### config.mk
export PLATFORM = sky130hd
export DESIGN_NAME = ifetch_queue
export DESIGN_NICKNAME = d
export VERILOG_FILES = /design/src/rtl/ifetch_queue.sv
export SDC_FILE = /design/constraint.sdc
export NUM_CORES = 1
export LEC_CHECK = 0
export CORE_UTILIZATION = 45
export DETAILED_ROUTE_END_ITERATION = 8
export PLACE_DENSITY = 0.78
export SYNTH_ARGS = -nofsm -noshare
export SYNTH_HDL_FRONTEND = slang
export SYNTH_SLANG_ARGS = --single-unit
### constraint.sdc
create_clock -name clk_i -period 3.8 [get_ports clk_i]
set_input_delay 0.57 -clock clk_i [delete_from_list [all_inputs] [get_ports clk_i]]
set_output_delay 0.57 -clock clk_i [all_outputs]
set_load 0.005 [all_outputs]
### src/rtl/ifetch_queue.sv
// Instruction fetch front end. Requests are limited by a credit count, responses
// go into an in-order queue, and a redirect discards stale responses.
module ifetch_queue #(
    parameter int unsigned DEPTH    = 4,
    parameter logic [31:0] RESET_PC = 32'h0000_0000
) (
    input  logic        clk_i,
    input  logic        rst_i,
    output logic        imem_req_o,
    output logic [31:0] imem_addr_o,
    input  logic        imem_gnt_i,
    input  logic        imem_rvalid_i,
    input  logic [31:0] imem_rdata_i,
    input  logic        redirect_i,
    input  logic [31:0] redirect_pc_i,
    output logic        instr_valid_o,
    output logic [31:0] instr_o,
    output logic [31:0] instr_pc_o,
    output logic [5:0]  instr_op_o,
    input  logic        instr_ready_i,
    output logic        dbg_drain_o
);
    localparam int unsigned PTR_W = $clog2(DEPTH);
    localparam int unsigned CNT_W = PTR_W + 1;
    localparam logic [CNT_W-1:0] DEPTH_C = CNT_W'(DEPTH);

    typedef enum logic {RUN = 1'b0, DRAIN = 1'b1} state_e;
    state_e state_q, state_d;

    logic [31:0]      pc_q, pc_d;
    logic [31:0]      resp_pc_q, resp_pc_d;
    logic [CNT_W-1:0] inflight_q, inflight_d;
    logic [CNT_W-1:0] discard_q, discard_d;
    logic [CNT_W-1:0] occ_q, occ_d;
    logic [PTR_W-1:0] rd_ptr_q, rd_ptr_d;
    logic [PTR_W-1:0] wr_ptr_q, wr_ptr_d;
    logic [31:0]      mem_pc_q    [DEPTH];
    logic [31:0]      mem_instr_q [DEPTH];

    logic           grant;
    logic           push;
    logic           pop;
    logic [CNT_W:0] credit_used;
    logic [31:0]    redirect_pc_al;
    logic           unused_redirect_lsbs;

    assign redirect_pc_al       = {redirect_pc_i[31:2], 2'b00};
    assign unused_redirect_lsbs = ^redirect_pc_i[1:0];

    // Queued plus outstanding words never exceed DEPTH, so a response always has a slot.
    assign credit_used = {1'b0, occ_q} + {1'b0, inflight_q};
    assign imem_req_o  = !rst_i && !redirect_i && (credit_used < {1'b0, DEPTH_C});
    assign imem_addr_o = pc_q;
    assign grant       = imem_req_o && imem_gnt_i;
    assign push        = imem_rvalid_i && !redirect_i && (state_q == RUN);

    assign instr_valid_o = !rst_i && (occ_q != '0);
    assign pop           = instr_valid_o && instr_ready_i && !redirect_i;
    assign instr_o       = instr_valid_o ? mem_instr_q[rd_ptr_q] : 32'h0;
    assign instr_pc_o    = instr_valid_o ? mem_pc_q[rd_ptr_q] : 32'h0;
    assign instr_op_o    = instr_o[31:26];
    assign dbg_drain_o   = (state_q == DRAIN);

    always_comb begin
        state_d    = state_q;
        pc_d       = pc_q;
        resp_pc_d  = resp_pc_q;
        inflight_d = inflight_q;
        discard_d  = discard_q;
        occ_d      = occ_q;
        rd_ptr_d   = rd_ptr_q;
        wr_ptr_d   = wr_ptr_q;

        if (grant) begin
            pc_d = pc_q + 32'd4;
        end
        case ({grant, imem_rvalid_i})
            2'b10:   inflight_d = inflight_q + CNT_W'(1);
            2'b01:   inflight_d = inflight_q - CNT_W'(1);
            default: inflight_d = inflight_q;
        endcase

        if (redirect_i) begin
            // Everything still outstanding after this cycle belongs to a dead stream.
            pc_d      = redirect_pc_al;
            resp_pc_d = redirect_pc_al;
            discard_d = inflight_d;
            occ_d     = '0;
            rd_ptr_d  = '0;
            wr_ptr_d  = '0;
            state_d   = (inflight_d != '0) ? DRAIN : RUN;
        end else begin
            if ((state_q == DRAIN) && imem_rvalid_i) begin
                discard_d = discard_q - CNT_W'(1);
                if (discard_q == CNT_W'(1)) begin
                    state_d = RUN;
                end
            end
            if (push) begin
                wr_ptr_d  = wr_ptr_q + PTR_W'(1);
                resp_pc_d = resp_pc_q + 32'd4;
            end
            if (pop) begin
                rd_ptr_d = rd_ptr_q + PTR_W'(1);
            end
            case ({push, pop})
                2'b10:   occ_d = occ_q + CNT_W'(1);
                2'b01:   occ_d = occ_q - CNT_W'(1);
                default: occ_d = occ_q;
            endcase
        end
    end

    always_ff @(posedge clk_i) begin
        if (rst_i) begin
            state_q    <= RUN;
            pc_q       <= {RESET_PC[31:2], 2'b00};
            resp_pc_q  <= {RESET_PC[31:2], 2'b00};
            inflight_q <= '0;
            discard_q  <= '0;
            occ_q      <= '0;
            rd_ptr_q   <= '0;
            wr_ptr_q   <= '0;
        end else begin
            state_q    <= state_d;
            pc_q       <= pc_d;
            resp_pc_q  <= resp_pc_d;
            inflight_q <= inflight_d;
            discard_q  <= discard_d;
            occ_q      <= occ_d;
            rd_ptr_q   <= rd_ptr_d;
            wr_ptr_q   <= wr_ptr_d;
        end
    end

    always_ff @(posedge clk_i) begin
        if (push) begin
            mem_pc_q[wr_ptr_q]    <= resp_pc_q;
            mem_instr_q[wr_ptr_q] <= imem_rdata_i;
        end
    end

    push_not_full_a: assert property (@(posedge clk_i) disable iff (rst_i)
        !(push && (occ_q == DEPTH_C)));

endmodule

==> results.json <==
{
  "portBuffers": 168,
  "seq_area_frac_synth": 0.6557,
  "critPathKind": "reg -> out",
  "fmax_ghz": 0.3145,
  "dp.cells": 1450,
  "synth_area_leaders": "edfxtp_1 (54%), dfxtp_1 (11%), mux4_2 (10%)",
  "synth_top_area_frac": 0.5445,
  "drt-vias-per-instance": 5.580,
  "rsz0062_at_grt": "no",
  "clock_skew_ns": 0.01608,
  "crit_end": "instr_pc_o[28]",
  "r2r_slack_ns": 1.05,
  "crit_required_ns": 3.23,
  "wl_per_cell_microns": 19.13,
  "worstMarginPinSlew_ns": 0.9143,
  "p_per_area_nw_per_um2": 453.3,
  "start_util": 0.4590,
  "fillers": 2340,
  "reg2reg_from": "occ_q[1]",
  "max_slew_margin": 0.3882,
  "hold_class": "reg -> reg",
  "setup_slack_ns": 0.6208,
  "finalSetupTns_ns": 0,
  "synth_flop_cell": "edfxtp_1",
  "layout_min_cycle_time_ns": 3.179,
  "cts_resized": 0,
  "antenna_found_initial": 0,
  "cp-end-kind": "primary output",
  "grt_pass1_vias": 8342,
  "ant_nets": 0,
  "dieArea_sq_um": 31090,
  "syn_area_sq_um": 13680,
  "cp.arrival_ns": 2.61,
  "hpwl_microns": 18750,
  "run_status": "finished clean",
  "worstReg2RegEnd": "dbg_drain_o",
  "drt_iter0_drc": 734,
  "diodes": 0,
  "fin_area_sq_um": 16810,
  "post_cts_buffers": 0,
  "min_path_cells": 2,
  "die_w_microns": 176.3,
  "worst_setup_path_start_kind": "flop",
  "cts_max_level": 2,
  "cts_root_buf": "clkbuf_16",
  "post_dp_cell_area_sq_um": 15760,
  "core_area_sq_um": 29800,
  "worstHoldStart": "occ_q[2]",
  "grt-ovfl-total": 0,
  "layout_commonest_cell": "edfxtp_1",
  "gr-usage-all-layers": 0.1904,
  "period_share": 0.8366,
  "syn_to_final_growth_pct": 22.94,
  "cap_violations": 0,
  "seq_area_sq_um": 8974,
  "synth.largest_area_cell": "edfxtp_1",
  "clkSlewWorstSetupHoldPaths_ns": 0.06,
  "multi_input_area_sq_um": 4350,
  "fp-row-count": 63,
  "slew_viol_final": 0,
  "nNetsFinal": 1180,
  "synth_edf_count": 248,
  "crit_fanout": 19,
  "grt_max_degree": 56,
  "vias": 8432,
  "cts_max_path_buffers": 3,
  "clock_latency_ns": 0.51,
  "layout-drive-gt1-share": 0.1436,
  "dr.pass1.iters": 5,
  "p_leak_uw": 0.005429,
  "instances_no_fill": 1511,
  "synth.distinct_cells": 60,
  "die_h_microns": 176.3,
  "syn_inst": 931,
  "grt_pass1_wl_microns": 45820,
  "finalSetupViolCount": 0,
  "postSynth.asyncResetShare": 0,
  "layout_common_cells": "edfxtp_1 (248), clkdlybuf4s50_1 (167), dfxtp_1 (74)",
  "finalWeightedCongestion": 0.8737,
  "holdBufCountCts": 0,
  "rr_worst_depth": 11,
  "wl_microns": 28900,
  "syn_area_per_cell_sq_um": 14.69,
  "io_pins": 175,
  "final-hold-violation-count": 0,
  "ys_ff_latch": 324,
  "cts_made_buffers": 34,
  "cts_tree": "done",
  "drc": 0,
  "irDropWorstVdd_mv": 0.3052,
  "cts_num_sinks": 324,
  "yosys_warnings": 0,
  "place_ws_ns": 0.5320
}
==> worst max-delay path, stage by stage, from the launching register on <==
cell and delay (ns):
dfxtp_4 0.45, buf_4 0.41, mux4_2 0.62, and2_1 0.19, clkdlybuf4s50_1 0.43
==> registers in the layout, summed over array words and instances, names as in the netlist, named ones only <==
name / flops
imem_addr_o: 30
dbg_drain_o: 1
discard_q: 3
mem_pc_q: 120
occ_q: 3
inflight_q: 3
mem_instr_q: 128
resp_pc_q: 30
rd_ptr_q: 2
wr_ptr_q: 2
==> cell usage after synthesis (all sizes together) (13+ instances only) <==
master / instances
nor2: 49
nand4: 30
inv: 20
or3: 14
and3: 13
a21oi: 25
clkbuf: 32
buf: 30
a31oi: 18
edfxtp: 248
and2: 73
dfxtp: 76
xor2: 14
nand3: 25
nand2: 55
xnor2: 20
o21ai: 21
mux4: 62
==> kinds of logic (layout without fill, tap and decap cells) <==
family,after synthesis,in the layout,share of synthesized area
buffers and inverters,83,270,0.02790
multiplexers,72,72,0.1102
XOR/XNOR,34,34,0.02177
flip-flops,324,324,0.6557
AO/OA/AOI/OAI,109,109,0.05142
AND/OR/NAND/NOR,294,294,0.1187
adder cells (fa/ha/maj),14,14,0.01391
other,1,4,0.0002742
==> per-layer routing <==
metal / share of wire / vias up / wire length [microns] / track usage
li1: - / 3884 / - / -
met1: 0.44 / 4175 / 12690 / 0.2708
met5: 0 / - / 0 / 0
met3: 0.074 / 38 / 2150 / 0.03381
met4: 0.016 / 0 / 475 / 0.04598
met2: 0.47 / 335 / 13580 / 0.3051
==> worst min path at each step <==
stage,endpoint
5_1_grt,mem_pc_q[2][31]
3_3_place_gp,flop
4_1_cts,imem_addr_o[3]
3_5_place_dp,occ_q[2]
6_report,occ_q[2]
2_1_floorplan,mem_pc_q[0][9]
==> layout make-up <==
type | instances | share of cell area
multi-input combinational | 527 | 0.2587
inverter | 21 | 0.004688
clock buffer | 37 | 0.05186
timing repair buffer | 188 | 0.1109
tap | 390 | 0.02902
sequential | 324 | 0.5337
clock inverter | 24 | 0.01116
==> power by group <==
part	internal [uW]	switching, uW
logic	243	225
registers	3920	99.3
clock network	1810	1330
total	5960	1660
==> metrics by stage <==
stage / utilization / hold slack [ns] / total power [uW]
after detailed placement: 0.5288 / 0.5153 / 4554
final: 0.5643 / 0.5327 / 7622
after CTS: 0.5643 / 0.5295 / 7697
after floorplan: - / 0.4583 / 4307
after global routing: 0.5643 / 0.5567 / 7881
after global placement: 0.5288 / 0.5070 / 4536
Note: power is estimated with default switching activity, not from simulation.
